--- config.mk ---
export PLATFORM = sky130hd
export DESIGN_NAME = router_fifo
export DESIGN_NICKNAME = d
export VERILOG_FILES = /design/src/rtl/router_fifo.sv
export SDC_FILE = /design/constraint.sdc
export NUM_CORES = 1
export LEC_CHECK = 0
export ABC_AREA = 1
export CAP_MARGIN = 20
export CELL_PAD_IN_SITES_DETAIL_PLACEMENT = 1
export CELL_PAD_IN_SITES_GLOBAL_PLACEMENT = 1
export CORE_AREA = 2 2 133 135
export DETAILED_ROUTE_END_ITERATION = 10
export DIE_AREA = 0 0 135 137
export PLACE_DENSITY = 0.8
export SETUP_SLACK_MARGIN = 0.4
export SLEW_MARGIN = 20
export SYNTH_ARGS = -nofsm -noshare
export SYNTH_HDL_FRONTEND = slang
export SYNTH_SLANG_ARGS = --single-unit
export TNS_END_PERCENT = 10
--- constraint.sdc ---
create_clock -name clock -period 18.26 [get_ports clock]
set_clock_uncertainty 0.2 [all_clocks]
set_input_delay 3.652 -clock clock [delete_from_list [all_inputs] [get_ports clock]]
set_output_delay 3.652 -clock clock [all_outputs]
set_load 0.01 [all_outputs]
--- src/rtl/router_fifo.sv ---
// Output-side packet FIFO; entries carry a header flag so the read side tracks packet length.
// Latency: read data registered, valid one cycle after the accepting edge; no write-to-read bypass.
// Backpressure: full drops writes silently, empty ignores reads; data_out clears once a packet drains.
module router_fifo #(
    parameter int WIDTH  = 8,
    parameter int DEPTH  = 16,  // must equal 2**ADDR_W
    parameter int ADDR_W = 4
) (
    input  logic             clock,
    input  logic             reset,
    input  logic             soft_reset,
    input  logic             write_enb,
    input  logic             read_enb,
    input  logic             lfd_state,
    input  logic [WIDTH-1:0] data_in,
    output logic [WIDTH-1:0] data_out,
    output logic             full,
    output logic             empty
);

    localparam logic [ADDR_W:0]  PTR_ONE = 1;
    localparam logic [WIDTH-2:0] CNT_ONE = 1;

    // Bit WIDTH of each entry is the header flag.
    logic [WIDTH:0]   mem [DEPTH];
    logic [ADDR_W:0]  wr_ptr;
    logic [ADDR_W:0]  rd_ptr;
    logic [WIDTH-2:0] pkt_count;
    logic [WIDTH:0]   rd_entry;
    logic             wr_acc;
    logic             rd_acc;

    // Flags come straight from the registered pointers; the extra MSB separates full from empty.
    assign full     = (wr_ptr[ADDR_W] != rd_ptr[ADDR_W]) &&
                      (wr_ptr[ADDR_W-1:0] == rd_ptr[ADDR_W-1:0]);
    assign empty    = (wr_ptr == rd_ptr);
    assign wr_acc   = write_enb && !full;
    assign rd_acc   = read_enb && !empty;
    assign rd_entry = mem[rd_ptr[ADDR_W-1:0]];

    // Storage array and write pointer; a write while full leaves both untouched.
    always_ff @(posedge clock or posedge reset) begin
        if (reset) begin
            wr_ptr <= '0;
            for (int i = 0; i < DEPTH; i++) mem[i] <= '0;
        end else if (soft_reset) begin
            wr_ptr <= '0;
            for (int i = 0; i < DEPTH; i++) mem[i] <= '0;
        end else if (wr_acc) begin
            mem[wr_ptr[ADDR_W-1:0]] <= {lfd_state, data_in};
            wr_ptr                  <= wr_ptr + PTR_ONE;
        end
    end

    // Read pointer, registered read data and packet length tracking with drain-to-zero.
    always_ff @(posedge clock or posedge reset) begin
        if (reset) begin
            rd_ptr    <= '0;
            pkt_count <= '0;
            data_out  <= '0;
        end else if (soft_reset) begin
            rd_ptr    <= '0;
            pkt_count <= '0;
            data_out  <= '0;
        end else if (rd_acc) begin
            data_out <= rd_entry[WIDTH-1:0];
            rd_ptr   <= rd_ptr + PTR_ONE;
            if (rd_entry[WIDTH]) begin
                // Header: payload length field plus the trailing parity byte. Reloads even
                // if the previous packet was truncated.
                pkt_count <= {1'b0, rd_entry[WIDTH-1:2]} + CNT_ONE;
            end else if (pkt_count != '0) begin
                pkt_count <= pkt_count - CNT_ONE;
            end
        end else if (pkt_count == '0) begin
            data_out <= '0;
        end
    end

endmodule
==> out/summary.md, run 1 <==
The later pin in the worst-skew pair is clocked with a latency of 0.44 ns. The number of pins exceeding their max-slew limit in the final report came out at 0. The average routed wire per standard cell was 20.96 um; the post-DP HPWL was 16,250 um.

Entering global routing, the biggest net connects 81 pins. The fraction of power consumed by sequential logic was 41.4%. The site row count was 48; the placed cell area was 0.008706 mm^2. The element type at the critical path start is a flip-flop. For this design the total switching power over the nets is 302.8 uW.

The worst hold path terminates at pkt_count[0]$_DFFE_PP0P_. The count of flip-flops with a built-in enable after synthesis works out to 0. Among all cell types in the netlist, the one instantiated most often is sky130_fd_sc_hd__nand2_1. The transition time of the tightest slew-check pin works out to 1.005 ns.

Setup total negative slack on the finished layout was measured at 0 ns. The logs give 32.87% for the normalized max-slew margin and 49.85% for the initial cell density of the core. The floorplan step defined a core boundary enclosing 0.01706 mm^2.

The tools report the layout net count as 1,012. The initial antenna violation count is 0. The first global-routing pass estimated 41,250 um of wire. The tools report the internal power of the cells as 650.6 uW. Data on the critical path is required at its endpoint by 14.41 ns. Post-synthesis cell type with the largest combined area: sky130_fd_sc_hd__dfrtp_1. The finished layout holds 1,228 standard cells, fillers aside. The clock net in this run drives a total of 169 sinks. The run gives 1,018 as the synthesized netlist net count. In the synthesized netlist, the cells that appear most often are 182 x sky130_fd_sc_hd__nand2_1, 169 x sky130_fd_sc_hd__dfrtp_1, 146 x sky130_fd_sc_hd__inv_1, 113 x sky130_fd_sc_hd__o22ai_1, 109 x sky130_fd_sc_hd__nand3_1. In this run the deepest clock path goes through 2 buffers. Data on the critical path arrives at its endpoint at 2.43 ns. The worst register-to-register path has a depth of 14.

The run gives 7,472 as the number of global-route vias before repair. The switching part of the total was 31.76%. The top fanout value on the critical path came out at 14. Share of async-settable or async-resettable flops after synthesis: 100.0%.

At the end of routability-driven placement, the weighted congestion stood at 0.8046. The final count of negative-setup-slack endpoints was 0; the number of gates given a new drive strength after cts was 0. Detailed routing inserted a total of 7,159 vias.

Global routing used 29.44% of the available tracks across all layers. TritonCTS created 17 clock buffers. The tools report the clock power share as 37.5%. The post-route netlist has 8.076% of its cells at a drive strength greater than 1. After clock tree synthesis, the flow added hold-fix buffers numbering 0.

Of the available clock period, the critical path in the final layout requires 34.40%. For the total iterations of the first detailed-routing run, the log shows 5. The tools report the cell count after synthesis as 996. The critical setup path kind is flip-flop to output port. The run finished with clean final reports. The post-CTS setup buffer count is 0, and the full die area is 0.01850 mm^2. The post-placement worst setup slack was 11.65 ns. For the worst reg-to-reg setup slack, the log shows 14.92 ns. After global routing the overflow that remains totals 0. The count of routing violations after the opening detailed-route iteration is 476.

The count of nets left with antenna violations after detail routing was 0; the number of register bits inferred by synthesis was 169. The run gives 11.98 ns as the post-route worst setup slack. Dividing the detail-routed via count by the number of cells gives 5.830. The cell chosen for the clock root was sky130_fd_sc_hd__clkbuf_16. The synthesized design devotes to its leading area cell type 49.74% of total area. The finished cells cover 0.009276 mm^2. The run gives 0.07114 mV as the maximum vdd drop. The total leakage power was 0.004208 uW. For this run, the number of Yosys warnings is 0. TritonCTS built the clock tree. The die width works out to 135 um. The worst flop-to-flop path endpoint is pkt_count[2]$_DFFE_PP0P_. The area added between synthesis and finish is 9.110%, and the number of cells on the worst hold path is 2. In this run the most critical hold path is launched from pkt_count[0]$_DFFE_PP0P_. A synthesized cell averages 8.536 um^2.

The most common flop cell mapped by yosys was sky130_fd_sc_hd__dfrtp_1. The path class of the tightest hold or removal check is flip-flop to flip-flop. The logs give 1,196 for the number of placed cells counting well taps and 0 for the number of remaining DRC errors. Final critical path time including I/O delays and setup: 6.281 ns. Setup repair after global routing left no endpoint under its margin. The logs give 0 for the antenna diode instance count and 49.74% for the sequential share of the synthesized area. The count of H-tree levels built during CTS came out at 4. Combinational logic is responsible for 21.1% of the overall power. In this run the power density over the cells is 102.8 mW/mm^2. The startpoint identified for the worst register-to-register timing path is rd_ptr[0]$_DFFE_PP0P_. Yosys attributes the largest share of cell area to sky130_fd_sc_hd__dfrtp_1 50%, sky130_fd_sc_hd__o22ai_1 8.3%, sky130_fd_sc_hd__nand2_1 8.0%, sky130_fd_sc_hd__inv_1 6.4%, sky130_fd_sc_hd__nand3_1 6.4%. The fmax was 159.2 MHz; the reported max-cap violation count was 0. The tools report the I/O pin count as 24. The routed wire length was 25,750 um. The die height is 137 um. The total count of hold-check failures in the final report is 0. The unique cell type count in the Yosys netlist is 40, and the CTS clock-pin slew for the worst setup and hold paths is 0.06 ns. The post-synth design cell area came out at 0.008502 mm^2. The worst setup path is captured at an output port. The number of buffers inserted by port buffering works out to 23.
[cell type report]
cell class                      instances  area (um^2)
Clock buffer                           25        505.5
Sequential cell                       169         4230
Timing Repair Buffer                   33        305.3
Clock inverter                          7        65.06
Inverter                              153        581.8
Tap cell                              225        281.5
Multi-Input combinational cell        616         3307
Fill cell                            2071         7780
[flip-flops by register name (all words and copies together) (netlist names)]
name       count
mem          144
rd_ptr         5
wr_ptr         5
data_out       8
pkt_count      7
[how the worst max path moves through the flow]
| stage | start | end | slack (ns) | cells after the start |
|---|---|---|---|---|
| floorplan | reset | data_out[0]$_DFFE_PP0P_ | 9.83 | 1 |
| global placement | soft_reset | mem[39]$_DFFE_PP0P_ | 11.73 | 5 |
| detailed placement | soft_reset | mem[6]$_DFFE_PP0P_ | 11.65 | 5 |
| CTS | rd_ptr[2]$_DFFE_PP0P_ | full | 11.99 | 6 |
| global route | rd_ptr[2]$_DFFE_PP0P_ | full | 11.88 | 6 |
| finish | rd_ptr[2]$_DFFE_PP0P_ | full | 11.98 | 6 |
[power by group through the flow]
stage | Sequential [uW] | Combinational (uW) | Clock (uW)
6_report | 395 | 201 | 358
5_1_grt | 396 | 224 | 373
4_1_cts | 395 | 200 | 360
3_5_place_dp | 402 | 197 | 0
3_3_place_gp | 401 | 192 | 0
2_1_floorplan | 401 | 143 | 0
[critical path, stage by stage, from the launching register on]
cell and delay [ns]:
sky130_fd_sc_hd__dfrtp_1 0.75, sky130_fd_sc_hd__xor2_1 0.14, sky130_fd_sc_hd__nor2_1 0.21, sky130_fd_sc_hd__nand2_1 0.07
sky130_fd_sc_hd__or2_4 0.24, sky130_fd_sc_hd__inv_1 0.05, sky130_fd_sc_hd__clkdlybuf4s50_1 0.52
[kinds of logic after synthesis]
group	count (synthesis)	synth area share (%)
and+or+nand+nor	362	20.68
AOI/OAI and AO/OA	237	16.11
buffers and inverters	211	11.36
DFF	169	49.74
xor gates and xnor gates	9	0.9272
adders and majority gates	8	1.177
[routing by layer]
layer	share of wire, %	global-route usage (%)	vias up
met5	0	0	-
met4	2.3	11.00	0
met3	4.4	5.259	41
met2	47	46.62	173
met1	46	40.62	3623
li1	-	-	3322
[metrics by stage]
step / util, % / hold WS, ns / total power, uW
finish: 54.39 / 0.3003 / 953.4
global route: 54.39 / 0.3413 / 993.3
CTS: 54.39 / 0.3079 / 954.9
detailed placement: 51.04 / 0.2896 / 598.9
global placement: 51.04 / 0.2719 / 593.8
floorplan: - / 0.2530 / 543.9
[cells in the final DEF, fill, tap and decap left out, types with 2 or more instances in the layout]
cell,n
sky130_fd_sc_hd__nand2_1,182
sky130_fd_sc_hd__dfrtp_1,168
sky130_fd_sc_hd__inv_1,145
sky130_fd_sc_hd__o22ai_1,113
sky130_fd_sc_hd__nand3_1,109
sky130_fd_sc_hd__o21ai_0,66
sky130_fd_sc_hd__a21oi_1,32
sky130_fd_sc_hd__nor2_1,28
sky130_fd_sc_hd__clkdlybuf4s50_1,23
sky130_fd_sc_hd__clkbuf_16,17
sky130_fd_sc_hd__o21ai_1,11
sky130_fd_sc_hd__nand2_2,10
sky130_fd_sc_hd__buf_4,10
sky130_fd_sc_hd__xor2_1,8
sky130_fd_sc_hd__ha_1,8
sky130_fd_sc_hd__o211ai_1,7
sky130_fd_sc_hd__nand4_1,6
sky130_fd_sc_hd__nand4_4,6
sky130_fd_sc_hd__nand2_4,5
sky130_fd_sc_hd__nand3_2,5
sky130_fd_sc_hd__clkbuf_8,5
sky130_fd_sc_hd__inv_2,4
sky130_fd_sc_hd__clkinv_2,4
sky130_fd_sc_hd__nor2_2,3
sky130_fd_sc_hd__nor3_1,3
sky130_fd_sc_hd__clkbuf_1,3
sky130_fd_sc_hd__clkinv_1,2
sky130_fd_sc_hd__a211oi_1,2
sky130_fd_sc_hd__nand3_4,2
sky130_fd_sc_hd__o21ai_2,2
sky130_fd_sc_hd__clkinvlp_4,2
No activity file was read; power rests on OpenSTA's default activity.
==> inputs of run 2 (changes only) <==
Settings changed: CORE_AREA 2 2 133 135 to 2 2 144 146, DIE_AREA 0 0 135 137 to 0 0 146 148, PLACE_DENSITY 0.8 to 0.72.
Clock period 18.26 ns to 5.09 ns, I/O delays scaled along.
==> run 2 against run 1 <==
Compared with the run above: critical path depth unchanged; final area grew 1.1%; global-route usage decreased by 4.7 points; routed wire length rose by 0.60%; via count is 0.18% lower; largest power group unchanged; die area up 17%; first-iteration DRC count is 14% lower; hold slack about the same; total power increased to 3.7 times the previous value; register-to-register slack worse by 13 ns; non-clock buffer count down 5; clock power rose to 4.0 times the previous value.
==> out/summary.md, run 2 (same netlist as run 1, synthesis figures left out) <==
The global-route wire length before repair was 41,570 um (was 41,250 um). The routed wire length was 25,900 um (was 25,750 um). The run gives 5 (unchanged) as the total iterations of the first detailed-routing run. Initial antenna violation count: 0 (unchanged). The net load switching power came out at 1129 uW (was 302.8 uW).

The tools report the cts-stage hold buffer count as 0 (unchanged). For the core area, the log shows 0.02004 mm^2 (was 0.01706 mm^2). The tools report the total leakage power as 0.004213 uW (was 0.004208 uW). The critical setup path kind is flip-flop to output port (unchanged). Post-CTS setup buffer count: 0 (unchanged). The non-filler instance count after layout was 1,268 (was 1,228).

The run gives 19.4% (was 21.1%) as the relative contribution of combinational cells to total power. The clock power share was 40.3% (was 37.5%); the antenna diode instance count was 0 (unchanged). The number of pins exceeding their max-slew limit in the final report came out at 0 (unchanged). The number of flip-flops under the largest register name is 144 (unchanged). The count of nets left with antenna violations after detail routing is 0 (unchanged). The top fanout value on the critical path was 35 (was 14). Internal power of the cells: 2428 uW (was 650.6 uW).

Worst min-delay path class: flip-flop to flip-flop (unchanged). The count of routing violations after the opening detailed-route iteration was 411 (was 476). The register with the highest flop count was mem (unchanged). The full die area came out at 0.02161 mm^2 (was 0.01850 mm^2). Largest registers in the final layout: mem: 144 flops, data_out: 8 flops, pkt_count: 7 flops (unchanged). The worst hold path endpoint was pkt_count[0]$_DFFE_PP0P_ (unchanged). The die width works out to 146 um (was 135 um). Count of clock tree sinks: 169 (unchanged). The tools report the sum of negative setup slack as 0 ns (unchanged). The tools report the count of H-tree levels built during CTS as 4 (unchanged). For the number of gates given a new drive strength after cts, the log shows 0 (unchanged). The cell count of the worst reg-to-reg path is 13 (was 14).

For the total count of hold-check failures in the final report, the log shows 0 (unchanged). Most frequent cells in the layout: 182 x sky130_fd_sc_hd__nand2_1, 168 x sky130_fd_sc_hd__dfrtp_1, 145 x sky130_fd_sc_hd__inv_1, 113 x sky130_fd_sc_hd__o22ai_1, 109 x sky130_fd_sc_hd__nand3_1 (unchanged). The maximum clock insertion buffer count came out at 2 (unchanged).

Beginning of the worst register-to-register path: rd_ptr[0]$_DFFE_PP0P_ (unchanged). Setup repair after global routing left no endpoint under its margin. The most frequent standard cell in the layout excluding fill and tap cells is sky130_fd_sc_hd__nand2_1 (unchanged).

The switching part of the total is 31.75% (was 31.76%). The tools report the cell chosen for the clock root as sky130_fd_sc_hd__clkbuf_16 (unchanged). Number of vias per cell after detailed routing: 5.636 (was 5.830). The final count of negative-setup-slack endpoints is 0 (unchanged). The ratio of cells with drive above 1 in the final layout came out at 7.916% (was 8.076%). The number of buffers inserted by port buffering was 23 (unchanged); the area of combinational cells with multiple inputs was 0.003307 mm^2 (unchanged). The run gives 42.43% (was 49.85%) as the initial cell density of the core. The tools report the element type at the critical path end as an output port (unchanged). The tools report the worst flop-to-flop path endpoint as pkt_count[2]$_DFFE_PP0P_ (unchanged). The die height is 148 um (was 137 um). The CTS buffer count was 17 (unchanged).

The CTS clock-pin slew for the worst setup and hold paths works out to 0.07 ns (was 0.06 ns). The reported max-cap violation count is 0 (unchanged), and the number of remaining DRC errors is 0 (unchanged). The tools report the worst reg-to-reg setup slack as 1.74 ns (was 14.92 ns). The run finished with clean final reports. The tools report the number of fillers in the final layout as 2,471 (was 2,071). The run gives 3.87 ns (was 14.41 ns) as the required time of the critical path. The I/O pin count is 24 (unchanged), and the fraction of power consumed by sequential logic is 40.3% (was 41.4%). The number of cells on the worst hold path works out to 2 (unchanged).

The run gives 2.49 ns (was 2.43 ns) as the data arrival time at the worst-slack endpoint. Element type at the critical path start: a flip-flop (unchanged). Overall global routing resource usage: 24.77% (was 29.44%). Start point of the worst hold path: pkt_count[0]$_DFFE_PP0P_ (unchanged). The pin count of the biggest net entering global routing is 170 (was 81), and the period utilization is 72.91%. The logs give 7,146 (was 7,159) for the overall via count from detail_route and 1,236 (was 1,196) for the number of placed cells counting well taps.

The final weighted congestion of routability-driven global placement was 0.7960 (was 0.8046); the final critical path time including I/O delays and setup was 3.711 ns. The post-DP HPWL was 15,900 um (was 16,250 um). For the normalized max-slew margin, the log shows 32.57% (was 32.87%). The area taken by flip-flops and latches was 0.004230 mm^2 (unchanged). The total global routing overflow came out at 0 (unchanged). Transition time of the tightest slew-check pin: 1.011 ns (was 1.005 ns). The run gives 1,007 (was 1,012) as the layout net count.

The run gives 7,358 (was 7,472) as the number of global-route vias before repair. TritonCTS built the clock tree. Static timing analysis puts the maximum clock frequency at 269.4 MHz. The average routed wire per standard cell is 20.43 um (was 20.96 um), and the area added between synthesis and finish is 10.26% (was 9.110%). The clock latency at the later pin of the worst-skew pair came out at 0.44 ns (about the same).

The maximum vdd drop is 0.2395 mV (was 0.07114 mV), and the ratio of total power to cell area is 379.5 mW/mm^2 (was 102.8 mW/mm^2). Site row count: 52 (was 48).
[run 2: layout make-up]
cell class / instances / share of cell area (%)
Tap cell: 270 / 3.604
Multi-Input combinational cell: 616 / 35.28
Timing Repair Buffer: 28 / 2.990
Clock inverter: 15 / 2.269
Inverter: 153 / 6.193
Sequential cell: 169 / 45.13
Clock buffer: 17 / 4.538
[run 2: worst max path at each step]
stage,start,end,slack (ns),depth (start not counted)
floorplan,reset,data_out[0]$_DFFE_PP0P_,1.72,1
global placement,soft_reset,mem[130]$_DFFE_PP0P_,1.42,4
detailed placement,soft_reset,mem[76]$_DFFE_PP0P_,1.36,4
CTS,rd_ptr[0]$_DFFE_PP0P_,full,1.35,6
global route,rd_ptr[0]$_DFFE_PP0P_,full,1.20,6
finish,rd_ptr[0]$_DFFE_PP0P_,full,1.38,6
[run 2: power groups by stage]
| stage | Clock [uW] | Combinational (uW) | Sequential (uW) |
|---|---|---|---|
| floorplan | 0 | 514 | 1440 |
| global placement | 0 | 679 | 1460 |
| detailed placement | 0 | 688 | 1460 |
| CTS | 1450 | 694 | 1430 |
| global route | 1500 | 777 | 1440 |
| finish | 1430 | 691 | 1430 |
[run 2: worst max-delay path, stage by stage (launching register included)]
cell and delay, ns:
sky130_fd_sc_hd__dfrtp_2 0.83, sky130_fd_sc_hd__xor2_1 0.14, sky130_fd_sc_hd__nor2_1 0.17, sky130_fd_sc_hd__nand2_1 0.07, sky130_fd_sc_hd__or2_4 0.24, sky130_fd_sc_hd__inv_1 0.05, sky130_fd_sc_hd__clkdlybuf4s50_1 0.53
[run 2: stage by stage]
step	cell area, um^2	setup WS [ns]	hold WS, ns	total power (uW)	util (%)
floorplan	8506	1.717	0.2530	1951	-
global placement	8736	1.420	0.2699	2135	43.59
detailed placement	8736	1.364	0.2875	2146	43.59
CTS	9374	1.347	0.3047	3579	46.78
global route	9374	1.198	0.3372	3720	46.78
finish	9374	1.379	0.3006	3557	46.78
[run 2: metal layers]
metal	vias up	part of all wire, %	GRT usage, %
li1	3326	-	-
met1	3620	47	34.57
met2	162	47	40.28
met3	38	4.2	3.549
met4	0	1.8	7.621
met5	-	0	0
==> inputs of run 3 (changes only) <==
Clock period 5.09 ns to 3.4 ns, I/O delays scaled along.
==> run 3 against run 2 <==
Compared with the run above: total power up 53%; sequential power up 48%; largest cell class unchanged; hold slack worse by 0.010 ns; combinational power up 62%; via count up 0.46%; critical endpoint unchanged; largest power group is now the clock network.
==> out/summary.md, run 3 (same netlist as run 1, synthesis figures left out) <==
The cell count of the worst reg-to-reg path was 14 (was 13); the area added between synthesis and finish was 13.91% (was 10.26%). For the final cell area excluding filler cells, the log shows 0.009684 mm^2 (was 0.009374 mm^2). The tools report the area taken by flip-flops and latches as 0.004234 mm^2 (was 0.004230 mm^2). The total global routing overflow is 0 (unchanged), and the ratio of total power to cell area is 561.8 mW/mm^2 (was 379.5 mW/mm^2). The register with the highest flop count is mem (unchanged).

The start point of the worst hold path is pkt_count[0]$_DFFE_PP0P_ (unchanged). The sum of negative setup slack was 0 ns (unchanged). The overall via count from detail_route came out at 7,179 (was 7,146). The cell chosen for the clock root is sky130_fd_sc_hd__clkbuf_16 (unchanged). The run gives 42.43% (unchanged) as the initial cell density of the core. The area of combinational cells with multiple inputs was 0.003307 mm^2 (unchanged); the average routed wire per standard cell was 20.12 um (was 20.43 um). The logs give 16,880 um (was 15,900 um) for the post-DP HPWL and 101 (was 170) for the pin count of the biggest net entering global routing.

The overall global routing resource usage was 24.92% (was 24.77%). Fraction of power consumed by sequential logic: 39.1% (was 40.3%). The tools report the number of global-route vias before repair as 7,408 (was 7,358). The tools report the beginning of the worst register-to-register path as rd_ptr[0]$_DFFE_PP0P_ (unchanged). The maximum clock insertion buffer count was 2 (unchanged).

The tools report the worst hold path endpoint as pkt_count[0]$_DFFE_PP0P_ (unchanged). Full die area: 0.02161 mm^2 (unchanged). The tools report the worst reg-to-reg setup slack as 0.72 ns (was 1.74 ns). For the total leakage power, the log shows 0.004389 uW (was 0.004213 uW). TritonCTS built the clock tree.

The die width works out to 146 um (unchanged). The worst flop-to-flop path endpoint is pkt_count[2]$_DFFE_PP0P_ (unchanged). The routed wire length was 26,100 um (was 25,900 um); the top fanout value on the critical path was 3 (was 35).

The number of cells on the worst hold path works out to 2 (unchanged). The highest cell delay on the worst timing path was 0.52 ns (was 0.83 ns); the normalized max-slew margin was 53.40% (was 32.57%). Maximum vdd drop: 0.2814 mV (was 0.2395 mV). Setup repair after global routing could not meet its margin everywhere.

After layout, the minimum clock period comes to 2.990 ns. The layout net count came out at 1,036 (was 1,007). The run gives 52 (unchanged) as the site row count.

The run gives 0 (unchanged) as the initial antenna violation count. For the global-route wire length before repair, the log shows 41,850 um (was 41,570 um). The clock latency at the later pin of the worst-skew pair is 0.43 ns (was 0.44 ns), and the required time of the critical path is 2.52 ns (was 3.87 ns). The number of vias per cell after detailed routing was 5.535 (was 5.636). The cts-stage hold buffer count came out at 0 (unchanged). The number of flip-flops under the largest register name came out at 144 (unchanged). The flow ran to the end, and the final reports show no timing, DRC or antenna violations. The logs give 0 (unchanged) for the reported max-cap violation count and 1648 uW (was 1129 uW) for the net load switching power. The logs give 0 (unchanged) for the antenna diode instance count and 3792 uW (was 2428 uW) for the internal power of the cells. Worst-path cell chain: xor2_1 > nor2_1 > nand2_1 > or2_4 > inv_1 > clkdlybuf4s50_1 (unchanged). For the count of nets left with antenna violations after detail routing, the log shows 0 (unchanged). The total count of hold-check failures in the final report was 0 (unchanged).

The worst min-delay path class is flip-flop to flip-flop (unchanged). The run gives 7 (was 5) as the total iterations of the first detailed-routing run. Largest registers in the final layout: mem: 144 flops, data_out: 8 flops, pkt_count: 7 flops (unchanged). The tools report the element type at the critical path start as a flip-flop (unchanged).

The switching part of the total came out at 30.30% (was 31.75%). The placed cell area is 0.008986 mm^2 (was 0.008736 mm^2). The data arrival time at the worst-slack endpoint is 2.11 ns (was 2.49 ns).

The core area was 0.02004 mm^2 (unchanged). The final weighted congestion of routability-driven global placement is 0.8236 (was 0.7960). The die height is 148 um (unchanged). The CTS buffer count is 17 (unchanged). The count of routing violations after the opening detailed-route iteration came out at 512 (was 411). The transition time of the tightest slew-check pin is 0.6975 ns (was 1.011 ns), and the CTS clock-pin slew for the worst setup and hold paths is 0.07 ns (about the same). The element type at the critical path end was an output port (unchanged).

Critical path's slowest cell: sky130_fd_sc_hd__clkdlybuf4s50_1 (was sky130_fd_sc_hd__dfrtp_2). Based on the critical path, the design can be clocked at up to 334.5 MHz. Critical setup path kind: flip-flop to output port (unchanged). The number of buffers inserted by port buffering is 23 (unchanged). The count of clock tree sinks was 169 (unchanged).

The number of fillers in the final layout was 2,442 (was 2,471). Most frequent cells in the layout: 182 x sky130_fd_sc_hd__nand2_1, 165 x sky130_fd_sc_hd__dfrtp_1, 145 x sky130_fd_sc_hd__inv_1, 113 x sky130_fd_sc_hd__o22ai_1, 109 x sky130_fd_sc_hd__nand3_1 (was 182 x sky130_fd_sc_hd__nand2_1, 168 x sky130_fd_sc_hd__dfrtp_1, 145 x sky130_fd_sc_hd__inv_1, 113 x sky130_fd_sc_hd__o22ai_1, 109 x sky130_fd_sc_hd__nand3_1). The tools report the relative contribution of combinational cells to total power as 20.6% (was 19.4%).

The number of remaining DRC errors came out at 0 (unchanged). The count of H-tree levels built during CTS is 4 (unchanged). The period utilization is 87.94%.

The final count of negative-setup-slack endpoints was 0 (unchanged); the number of pins exceeding their max-slew limit in the final report was 0 (unchanged). The most frequent standard cell in the layout excluding fill and tap cells is sky130_fd_sc_hd__nand2_1 (unchanged). The I/O pin count is 24 (unchanged).

The clock power share is 40.3% (about the same), and the ratio of cells with drive above 1 in the final layout is 10.71% (was 7.916%).
[run 3: cell types whose count changed in the layout (fill, tap and decap cells not counted), sizes merged]
cell / before / now
buf: 5 / 34
bufinv: 4 / 5
clkbuf: 17 / 21
clkinv: 5 / 7
clkinvlp: 3 / 1
inv: 156 / 151
[run 3: how the worst max path moves through the flow]
stage,end,from,slack (ns)
after floorplan,data_out[0]$_DFFE_PP0P_,reset,0.37
after global placement,pkt_count[1]$_DFFE_PP0P_,rd_ptr[0]$_DFFE_PP0P_,0.60
after detailed placement,mem[103]$_DFFE_PP0P_,write_enb,0.53
after CTS,full,rd_ptr[0]$_DFFE_PP0P_,0.41
after global routing,full,rd_ptr[0]$_DFFE_PP0P_,0.29
final,full,rd_ptr[0]$_DFFE_PP0P_,0.41
[run 3: power groups by stage]
stage	logic (uW)	clock network [uW]	registers (uW)
3_3_place_gp	1090	0	2160
3_5_place_dp	1110	0	2160
6_report	1120	2190	2120
5_1_grt	1250	2300	2130
4_1_cts	1130	2220	2120
2_1_floorplan	770	0	2150
[run 3: metrics by stage]
stage          hold slack, ns  power [uW]  worst slack (ns)  std cells  util (%)
6_report               0.2902        5441            0.4101       1297     48.33
3_3_place_gp           0.2762        3256            0.5968       1261     44.84
2_1_floorplan          0.2530        2921            0.3653        996         -
5_1_grt                0.3301        5680            0.2945       1297     48.33
4_1_cts                0.2940        5466            0.4124       1297     48.31
3_5_place_dp           0.2769        3268            0.5346       1261     44.84
[run 3: layout make-up]
type | instances | area share (%)
clock buffer | 21 | 4.858
timing repair buffer | 57 | 5.788
sequential | 169 | 43.72
multi-input combinational | 616 | 34.15
inverter | 153 | 6.021
tap | 270 | 3.488
clock inverter | 11 | 1.977
[run 3: critical path, delay by kind of cell (launching register included)]
kind	cells	cell delay, ns
buffers and inverters	2	0.58
and+or+nand+nor	3	0.50
DFF	1	0.44
xor gates and xnor gates	1	0.17
[run 3: what timing repair did]
item / in CTS / in global routing
hold endpoints to repair: 0 / 0
endpoints found under the setup margin: 1 / 6
pin swaps: 1 / 0
cloned: 0 / 0
buffers inserted: 4 / 0
resized for setup: 3 / 2
[run 3: metal layers]
layer / GRT usage [%] / vias up / routed length [um]
li1: - / 3379 / -
met4: 8.252 / 0 / 640
met1: 35.97 / 3636 / 12720
met2: 38.89 / 127 / 11930
met5: 0 / - / 0
met3: 3.488 / 37 / 806
